### src/rtl/muldiv_unit.sv
// rtl/muldiv_unit.sv - RV32M multiply/divide unit with a three-state IDLE/CALC/DONE sequencer
//
// Purpose:
//   Executes the eight RV32M operations (mul, mulh, mulhsu, mulhu, div, divu,
//   rem, remu). Multiply is shift-add and divide is restoring, both running on
//   operand magnitudes with one iteration per cycle over 32 cycles. A single
//   two's-complement correction then restores the sign. Divide-by-zero and
//   signed overflow skip CALC and finish one cycle after start is sampled.
//
// Build option:
//   MULDIV_FAST_MUL_EN - multiplies use a single-cycle 33x33 signed product
//                        registered in a one-cycle CALC. Divide is unchanged.
//
// Ports:
//   clk      in   1  clock, all state on the rising edge
//   reset    in   1  asynchronous active-high reset
//   start    in   1  operation request, sampled only in IDLE
//   kill     in   1  synchronous abort, returns to IDLE, has priority over start
//   alu_ctrl in   5  operation code (10010..11001 are M-ops)
//   src_a    in  32  rs1 operand
//   src_b    in  32  rs2 operand
//   busy     out  1  high in CALC and DONE
//   done     out  1  one-cycle result-valid pulse
//   result   out 32  result, held until the next completion
module muldiv_unit (
  input  logic        clk,
  input  logic        reset,
  input  logic        start,
  input  logic        kill,
  input  logic [4:0]  alu_ctrl,
  input  logic [31:0] src_a,
  input  logic [31:0] src_b,
  output logic        busy,
  output logic        done,
  output logic [31:0] result
);

  typedef enum logic [1:0] {
    S_IDLE = 2'd0,
    S_CALC = 2'd1,
    S_DONE = 2'd2
  } state_t;

  // Internal operation index: alu_ctrl[2:0] - 2 maps the eight codes onto 0..7.
  localparam logic [2:0] OP_MUL    = 3'd0;
  localparam logic [2:0] OP_MULH   = 3'd1;
  localparam logic [2:0] OP_MULHSU = 3'd2;
  localparam logic [2:0] OP_MULHU  = 3'd3;
  localparam logic [2:0] OP_DIV    = 3'd4;
  localparam logic [2:0] OP_DIVU   = 3'd5;
  localparam logic [2:0] OP_REM    = 3'd6;
  localparam logic [2:0] OP_REMU   = 3'd7;

  state_t      r_state;
  state_t      w_state_next;

  logic [2:0]  r_op;
  logic [31:0] r_a_mag;
  logic [31:0] r_b_mag;
  logic        r_neg;       // negate product / quotient at the end
  logic        r_rem_neg;   // negate remainder (follows dividend sign)
  logic [4:0]  r_cnt;
  logic [63:0] r_acc;
  logic [31:0] r_result;

  // ---------------------------------------------------------------------------
  // Request decode (only meaningful while IDLE)
  // ---------------------------------------------------------------------------
  logic        w_is_m;
  logic [2:0]  w_op;
  logic        w_a_signed;
  logic        w_b_signed;
  logic        w_a_neg;
  logic        w_b_neg;
  logic [31:0] w_a_mag;
  logic [31:0] w_b_mag;
  logic        w_div_zero;
  logic        w_ovf;
  logic        w_bypass;
  logic        w_accept;
  logic [31:0] w_special_res;

  assign w_is_m     = (alu_ctrl >= 5'b10010) && (alu_ctrl <= 5'b11001);
  assign w_op       = alu_ctrl[2:0] - 3'd2;

  // mul's low word is independent of signedness, so it shares the signed path.
  assign w_a_signed = (w_op == OP_MUL) || (w_op == OP_MULH) || (w_op == OP_MULHSU) ||
                      (w_op == OP_DIV) || (w_op == OP_REM);
  assign w_b_signed = (w_op == OP_MUL) || (w_op == OP_MULH) ||
                      (w_op == OP_DIV) || (w_op == OP_REM);

  assign w_a_neg    = w_a_signed & src_a[31];
  assign w_b_neg    = w_b_signed & src_b[31];
  assign w_a_mag    = w_a_neg ? (~src_a + 32'd1) : src_a;
  assign w_b_mag    = w_b_neg ? (~src_b + 32'd1) : src_b;

  assign w_div_zero = w_op[2] && (src_b == 32'd0);
  assign w_ovf      = ((w_op == OP_DIV) || (w_op == OP_REM)) &&
                      (src_a == 32'h8000_0000) && (src_b == 32'hFFFF_FFFF);
  assign w_bypass   = w_div_zero || w_ovf;
  assign w_accept   = start && !kill && w_is_m;

  always_comb begin
    w_special_res = 32'd0;
    if (w_div_zero) begin
      // w_op[1] clear selects a quotient op (div/divu), set selects rem/remu.
      w_special_res = w_op[1] ? src_a : 32'hFFFF_FFFF;
    end else if (w_ovf) begin
      w_special_res = (w_op == OP_DIV) ? 32'h8000_0000 : 32'd0;
    end
  end

  // ---------------------------------------------------------------------------
  // Iteration datapath
  // ---------------------------------------------------------------------------
  // Multiply: r_acc = {partial_hi, remaining multiplier bits}. Add the
  // multiplicand into the high half when the multiplier LSB is set, then shift
  // the 65-bit {carry, acc} right by one.
  logic [63:0] w_mul_step;

`ifdef MULDIV_FAST_MUL_EN
  // Zero-extended magnitudes keep the signed product non-negative, so the
  // shared sign correction below applies unchanged.
  logic signed [32:0] w_fast_a;
  logic signed [32:0] w_fast_b;
  logic signed [63:0] w_fast_prod;

  assign w_fast_a    = $signed({1'b0, r_a_mag});
  assign w_fast_b    = $signed({1'b0, r_b_mag});
  assign w_fast_prod = 64'(w_fast_a) * 64'(w_fast_b);
  assign w_mul_step  = w_fast_prod;
`else
  logic [32:0] w_mul_sum;

  assign w_mul_sum  = {1'b0, r_acc[63:32]} + (r_acc[0] ? {1'b0, r_a_mag} : 33'd0);
  assign w_mul_step = {w_mul_sum, r_acc[31:1]};
`endif

  // Restoring divide: r_acc = {partial_remainder, remaining dividend/quotient}.
  // The shifted remainder needs 33 bits; when it is >= divisor the true
  // difference fits in 32 bits, so a modulo-2^32 subtract suffices.
  logic [32:0] w_rem_sh;
  logic        w_ge;
  logic [31:0] w_div_diff;
  logic [63:0] w_div_step;

  assign w_rem_sh   = r_acc[63:31];
  assign w_ge       = (w_rem_sh >= {1'b0, r_b_mag});
  assign w_div_diff = w_rem_sh[31:0] - r_b_mag;
  assign w_div_step = {(w_ge ? w_div_diff : w_rem_sh[31:0]), r_acc[30:0], w_ge};

  logic [63:0] w_acc_next;
  logic        w_calc_last;

  assign w_acc_next = r_op[2] ? w_div_step : w_mul_step;

`ifdef MULDIV_FAST_MUL_EN
  assign w_calc_last = !r_op[2] || (r_cnt == 5'd31);
`else
  assign w_calc_last = (r_cnt == 5'd31);
`endif

  // Final result from the value the last iteration produces.
  logic [63:0] w_mul_signed;
  logic [31:0] w_quot;
  logic [31:0] w_rem;
  logic [31:0] w_final_res;

  assign w_mul_signed = r_neg ? (~w_acc_next + 64'd1) : w_acc_next;
  assign w_quot       = w_acc_next[31:0];
  assign w_rem        = w_acc_next[63:32];

  always_comb begin
    w_final_res = 32'd0;
    case (r_op)
      OP_MUL:                      w_final_res = w_mul_signed[31:0];
      OP_MULH, OP_MULHSU, OP_MULHU: w_final_res = w_mul_signed[63:32];
      OP_DIV, OP_DIVU:             w_final_res = r_neg ? (~w_quot + 32'd1) : w_quot;
      default:                     w_final_res = r_rem_neg ? (~w_rem + 32'd1) : w_rem;
    endcase
  end

  // ---------------------------------------------------------------------------
  // FSM
  // ---------------------------------------------------------------------------
  always_ff @(posedge clk or posedge reset) begin
    if (reset) begin
      r_state <= S_IDLE;
    end else begin
      r_state <= w_state_next;
    end
  end

  always_comb begin
    w_state_next = r_state;
    busy         = 1'b0;
    done         = 1'b0;
    case (r_state)
      S_IDLE: begin
        if (w_accept) begin
          w_state_next = w_bypass ? S_DONE : S_CALC;
        end
      end
      S_CALC: begin
        busy = 1'b1;
        if (w_calc_last) begin
          w_state_next = S_DONE;
        end
      end
      S_DONE: begin
        busy         = 1'b1;
        done         = 1'b1;
        w_state_next = S_IDLE;
      end
      default: begin
        w_state_next = S_IDLE;
      end
    endcase
    if (kill) begin
      w_state_next = S_IDLE;
    end
  end

  // ---------------------------------------------------------------------------
  // Operand latch, iteration registers and result
  // ---------------------------------------------------------------------------
  always_ff @(posedge clk or posedge reset) begin
    if (reset) begin
      r_op      <= 3'd0;
      r_a_mag   <= 32'd0;
      r_b_mag   <= 32'd0;
      r_neg     <= 1'b0;
      r_rem_neg <= 1'b0;
      r_cnt     <= 5'd0;
      r_acc     <= 64'd0;
      r_result  <= 32'd0;
    end else begin
      case (r_state)
        S_IDLE: begin
          if (w_accept) begin
            r_op      <= w_op;
            r_a_mag   <= w_a_mag;
            r_b_mag   <= w_b_mag;
            r_neg     <= w_a_neg ^ w_b_neg;
            r_rem_neg <= w_a_neg;
            r_cnt     <= 5'd0;
            // Dividend shifts out of the low half for divide; multiplier
            // bits shift out of the low half for multiply.
            r_acc     <= {32'd0, (w_op[2] ? w_a_mag : w_b_mag)};
            if (w_bypass) begin
              r_result <= w_special_res;
            end
          end
        end
        S_CALC: begin
          if (!kill) begin
            r_acc <= w_acc_next;
            r_cnt <= r_cnt + 5'd1;
            if (w_calc_last) begin
              r_result <= w_final_res;
            end
          end
        end
        default: begin
        end
      endcase
    end
  end

  assign result = r_result;

endmodule

### config.mk
export PLATFORM = sky130hd
export DESIGN_NAME = muldiv_unit
export DESIGN_NICKNAME = d
export VERILOG_FILES = /design/src/rtl/muldiv_unit.sv
export SDC_FILE = /design/constraint.sdc
export NUM_CORES = 1
export LEC_CHECK = 0
export BUFFER_PORTS_ARGS = -buffer_cell sky130_fd_sc_hd__buf_2
export CAP_MARGIN = 10
export CORE_MARGIN = 2
export CORE_UTILIZATION = 45
export CTS_BUF_LIST = sky130_fd_sc_hd__clkbuf_8 sky130_fd_sc_hd__clkbuf_16
export DETAILED_ROUTE_END_ITERATION = 7
export GPL_TIMING_DRIVEN = 0
export PLACE_DENSITY = 0.61
export SYNTH_ARGS = -nofsm -noshare
export SYNTH_HDL_FRONTEND = slang
export SYNTH_SLANG_ARGS = --single-unit
### constraint.sdc
create_clock -name clk -period 16.5 [get_ports clk]
set_input_delay 0 -clock clk [delete_from_list [all_inputs] [get_ports clk]]
set_output_delay 0 -clock clk [all_outputs]
set_load 0.02 [all_outputs]
After elaboration in Yosys (flattened, before gate mapping)
Index checks and enable logic that the tools add are counted.

Flip-flop bits (word level): 172. Bits of input ports: 73. Output and inout bits: 34.

Add/subtract/negate cells: 9. Magnitude comparators: 3. Equal/unequal tests: 20. Mux-type cells: 32. Bitwise gates (word level): 8. Reduce and logical (&&, ||, !) cells: 27.

Operator list (count): $mux 32 (15); $mux 64 (4); $add 32x1->32 const B (4); $not 32->32 (4); $pmux 64 s2 (1); $pmux 32 s3 (1); $add 64x1->64 const B (1); $eq 32x32->1 const B (2); $not 64->64 (1); $pmux 32 s2 (1); $add 32x32->33 (1); $ge 33x32->1 (1); $logic_not 32->1 (1); $sub 32x32->32 (1); $eq 3x3->1 const B (4); $mux 5 (2); $pmux 5 s2 (1); $eq 3x2->1 const B (3); $logic_or 1x1->1 (8); $mux 2 (4); $ne 2x2->1 const B (4); $eq 3x1->1 const B (2); $logic_and 1x1->1 (6); $logic_not 3->1 (2); 20 further kinds (25).

Depth between registers and ports, before layout
Depth after elaboration: 11. Depth in mapped cells: 22. Depth with buffers taken out: 20.

Worst setup path after synthesis
No wires, ideal clock.

Path type: register to register. Start point: reg r_op[2]. End point: reg r_result[24], in the netlist result[24]. Data arrival time: 5043 ps. Data required time: 16353 ps. Slack: 11310 ps. Stages on the path, launching flop included: 21. Path buffers: 8. Clock period less this slack: 5190 ps. Cell sequence: dfrtp_1 -> clkbuf_1 -> buf_2 -> clkbuf_1 -> clkbuf_1 -> buf_1 -> clkbuf_1 -> buf_2 -> buf_1 -> nand2_1 -> o21ai_0 -> ha_1 -> o211ai_1 -> or3_1 -> or2_2 -> nor3_1 -> nand2_1 -> o41ai_2 -> xnor2_1 -> a221oi_1 -> a311oi_1.

Word-level cells in the longest chain between the ends: 8. Elaborated cells between the ends (all ways): 22.

Ends and longest elaborated chain: from (decl) (RTL line 57) `logic [2:0] r_op;`; from (signal assigned) (RTL line 241) `r_op <= w_op;`; $mux 64 (RTL line 155) `assign w_acc_next = r_op[2] ? w_div_step : w_mul_step;`; $not 64->64, or another cell as far along (RTL line 169) `assign w_mul_signed = r_neg ? (~w_acc_next + 64'd1) : w_acc_next;`; $add 64x1->64, or another cell as far along (RTL line 169); $mux 64, or another cell as far along (RTL line 169); $pmux 32 s3 (*) (RTL line 175) `case (r_op)`; $mux 32 (*) (RTL line 259) `if (w_calc_last) begin`; $mux 32 (*) (RTL line 256) `if (!kill) begin`; $pmux 32 s2 (*) (RTL line 238) `case (r_state)`; to (signal assigned) (RTL line 251) `r_result <= w_special_res;`; to (signal assigned) (RTL line 260) `r_result <= w_final_res;`; to (decl) (RTL line 64) `logic [31:0] r_result;`.

Mark *: on every way between the ends. The rest lies on a longest branch, timed or not. The select of a mux whose other input is x is not followed. A chain may end at the register's enable or synchronous reset.

Final worst setup path
Start point: reg r_op[2]. End point: reg r_result[10], in the netlist result[10].

The elaborated chain is that of the path after synthesis.

==> results.json <==
{
  "tightest_slew_ns": 1.40,
  "hold_violations": 0,
  "core-area_sq_um": 37500,
  "hold_path_depth": 3,
  "track_usage_pct": 42.3,
  "critPathArrivalTime_ns": 9.42,
  "antenna_found_initial": 4,
  "cap_violations": 0,
  "drive_above_1_share_pct": 8.59,
  "tns_ns": 0,
  "overflow": 0,
  "die_x_um": 198,
  "layout_common_cells": "nand2_1 (309), o21ai_0 (261), nor2_1 (172), dfrtp_1 (172), a21oi_1 (171)",
  "setup_violations": 0,
  "start_util_pct": 45.4,
  "worst_setup_path_end_kind": "flip-flop",
  "ctsLongestPathBuffers": 2,
  "cts_root_buffer": "clkbuf_16",
  "period_share_pct": 55.2,
  "via_per_inst": 6.59,
  "drt-total-wl_um": 83300,
  "io_pins": 107,
  "cts_buffers": 17,
  "busiest_layer": "met2",
  "insertion_delay_ns": 0.47,
  "initialDrtViolationCount": 2849,
  "synth_cell_types": 91,
  "cts.sink_count": 172,
  "cp.depth": 22,
  "grt_util_met3_pct": 11.3,
  "postSynthNetCount": 2435,
  "fin_worst_skew_ns": 0.0222,
  "worstSetupPathType": "flip-flop to flip-flop",
  "hp-class": "primary input to flip-flop",
  "antenna_left": 0,
  "grt_util_met2_pct": 63.4,
  "die-area_sq_um": 39400,
  "synth-edff-count": 0,
  "cp_slowest_cell": "a222oi_1",
  "syn-cell-area_sq_um": 17000,
  "peakVddDrop_mv": 0.104,
  "num_vias": 19600,
  "p_sw_w": 0.00263,
  "outcome": "finished clean",
  "async_reset_ff_share_pct": 100,
  "slew_viol_final": 0,
  "fin_crit_ns": 9.11,
  "first_pass_iters": 8,
  "r2r_setup_slack_ns": 7.39,
  "cp_top_family": "buffers and inverters",
  "ys_ff_latch": 172,
  "power.share.combinational_pct": 72.9,
  "grt_first_pass_wirelength_um": 121000,
  "row_count": 71,
  "p_per_area_nw_per_um2": 233,
  "grt_pass1_vias": 18300,
  "utilization_pct": 51.3,
  "intPower_w": 0.00186,
  "grt_start_max_net_pins": 113,
  "yosysSeqAreaShare_pct": 25.3,
  "cp_num_buf_inv": 11,
  "grt_util_met1_pct": 56.4,
  "syn_avg_cell_area_sq_um": 7.44,
  "port_buffers": 104,
  "clock_power_share_pct": 9.5,
  "cts_resized": 0,
  "dp_cells": 2903,
  "cpMostUsedCell": "clkbuf_1",
  "drc": 0,
  "max_freq_mhz": 110,
  "yosys_warnings": 0,
  "path_clk_slew_ns": 0.08,
  "worst_setup_path_start_kind": "flip-flop",
  "path_cells": "clkbuf_1 -> buf_2 -> clkbuf_1 -> clkbuf_1 -> buf_1 -> clkbuf_1 -> buf_2 -> buf_1 -> clkbuf_1 -> buf_1 -> o21ai_0 -> ha_1 -> o211ai_1 -> or3_1 -> or2_2 -> nor3_1 -> buf_2 -> nand2_1 -> o21ai_0 -> xnor2_1 -> a222oi_1 -> o21ai_0",
  "switching_share_pct": 58.6,
  "die_y_um": 198,
  "final-instance-count-excl-fill": 2980,
  "rsz0062_at_grt": "false",
  "seqPwrFrac_pct": 17.6,
  "wire_per_inst_um": 27.9,
  "nets": 2605,
  "htreeDepth": 4,
  "crit_required_ns": 16.80,
  "syn_inst": 2285,
  "worst_r2r_path_depth": 22,
  "gp_congestion": 1.07,
  "layout_commonest_cell": "nand2_1",
  "path_max_fanout": 10,
  "leakage_nw": 7.88,
  "cts_tree": "done",
  "area_growth_pct": 13.2,
  "max_stage_delay_ns": 0.81,
  "dp_hpwl_um": 68100,
  "relSlewSlack_pct": 6.51,
  "synth_ff_type": "dfrtp_1"
}
worst min-delay path, delay by kind of cell:
kind | cells | cell delay, ns
AOI/OAI and AO/OA | 2 | 0.28
buffers and inverters | 1 | 0.15
power groups by stage:
stage / Combinational, W / Sequential (W) / Clock, W
2_1_floorplan: 0.00205 / 0.000758 / 0
3_3_place_gp: 0.00310 / 0.000781 / 0
3_5_place_dp: 0.00311 / 0.000789 / 0
4_1_cts: 0.00314 / 0.000782 / 0.000427
5_1_grt: 0.00346 / 0.000807 / 0.000444
6_report: 0.00327 / 0.000790 / 0.000429
final cells by class:
| cell class | count | area (sq um) |
|---|---|---|
| sequential | 172 | 4300 |
| clock buffer | 18 | 439 |
| fill | 3797 | 18200 |
| tap | 511 | 639 |
| buffer | 144 | 574 |
| inverter | 73 | 282 |
| multi-input combinational | 1896 | 11900 |
| antenna | 2 | 5.00 |
| timing repair buffer | 151 | 991 |
| clock inverter | 13 | 153 |
worst paths after layout:
path	startpoint	end
max	r_op[2]	result[10]
min	src_a[6]	result[6]
max reg2reg	r_op[2]	result[10]
min reg2reg	r_a_mag[0]	r_a_mag[0]
max in group asynchronous	reset	result[21]
min in group asynchronous	reset	r_b_mag[9]
logic make-up (layout without fill, tap and decap cells):
kind of cell / Yosys count / count (layout) / synth area share (%)
AO/OA/AOI/OAI: 766 / 766 / 28.7
XOR/XNOR: 174 / 174 / 8.96
adder cells (fa/ha/maj): 77 / 77 / 5.75
buffers and inverters: 217 / 399 / 4.99
flip-flops: 172 / 172 / 25.3
multiplexers: 53 / 53 / 3.24
other: 0 / 2 / 0
AND/OR/NAND/NOR: 826 / 826 / 23.0
stage by stage:
stage          setup WS (ns)  hold WS, ns  power, W  instance area [sq um]
3_5_place_dp            7.91       0.0769   0.00390                  18200
5_1_grt                 7.34       0.0244   0.00471                  19200
2_1_floorplan          11.31        0.139   0.00281                  17000
4_1_cts                 7.87      0.00116   0.00435                  19200
6_report                7.39      0.00836   0.00449                  19200
3_3_place_gp            7.87        0.323   0.00388                  18200
synth_stat cells (10+ instances only):
cell type,instances,area [sq um]
or4_1,16,120
a22oi_1,10,75.1
buf_2,15,75.1
a21oi_1,171,856
or2_2,10,62.6
nor3_1,52,260
o22ai_1,15,93.8
nor2_1,172,646
ha_1,75,938
nand2b_1,13,81.3
xor2_1,67,587
dfrtp_1,172,4300
nand2_1,309,1160
nor4_1,23,144
nand3_1,68,340
mux2_2,16,180
nor2b_1,11,68.8
and3_1,13,81.3
a211oi_1,24,180
o21ai_0,261,1310
buf_1,13,48.8
o21ai_1,14,70.1
a21o_1,20,150
inv_1,72,270
or3_1,22,138
nand4_1,41,257
and2_1,45,282
xnor2_1,107,937
o211ai_1,32,240
o221ai_1,37,324
o21a_1,15,113
o31ai_1,31,233
a31oi_1,25,156
mux2i_1,37,370
clkbuf_1,114,428
sequential cells by signal (all words and copies together) (netlist names):
signal,count
r_b_mag,32
r_neg,1
r_a_mag,32
r_cnt,5
result,32
r_state,2
r_acc,64
r_rem_neg,1
r_op,3
timing repair:
action                                  in CTS  in global routing
endpoints found under the hold margin      106                  0
buffers inserted                             0                  0
endpoints found under the setup margin       0                  0
hold buffers                                42                  0
layer usage:
metal	part of all wire, %	up-vias
met4	6.0	4
met1	41	9327
met2	41	1321
met5	0.025	-
met3	12	266
li1	-	8707
No activity file was read; power rests on OpenSTA's default activity.
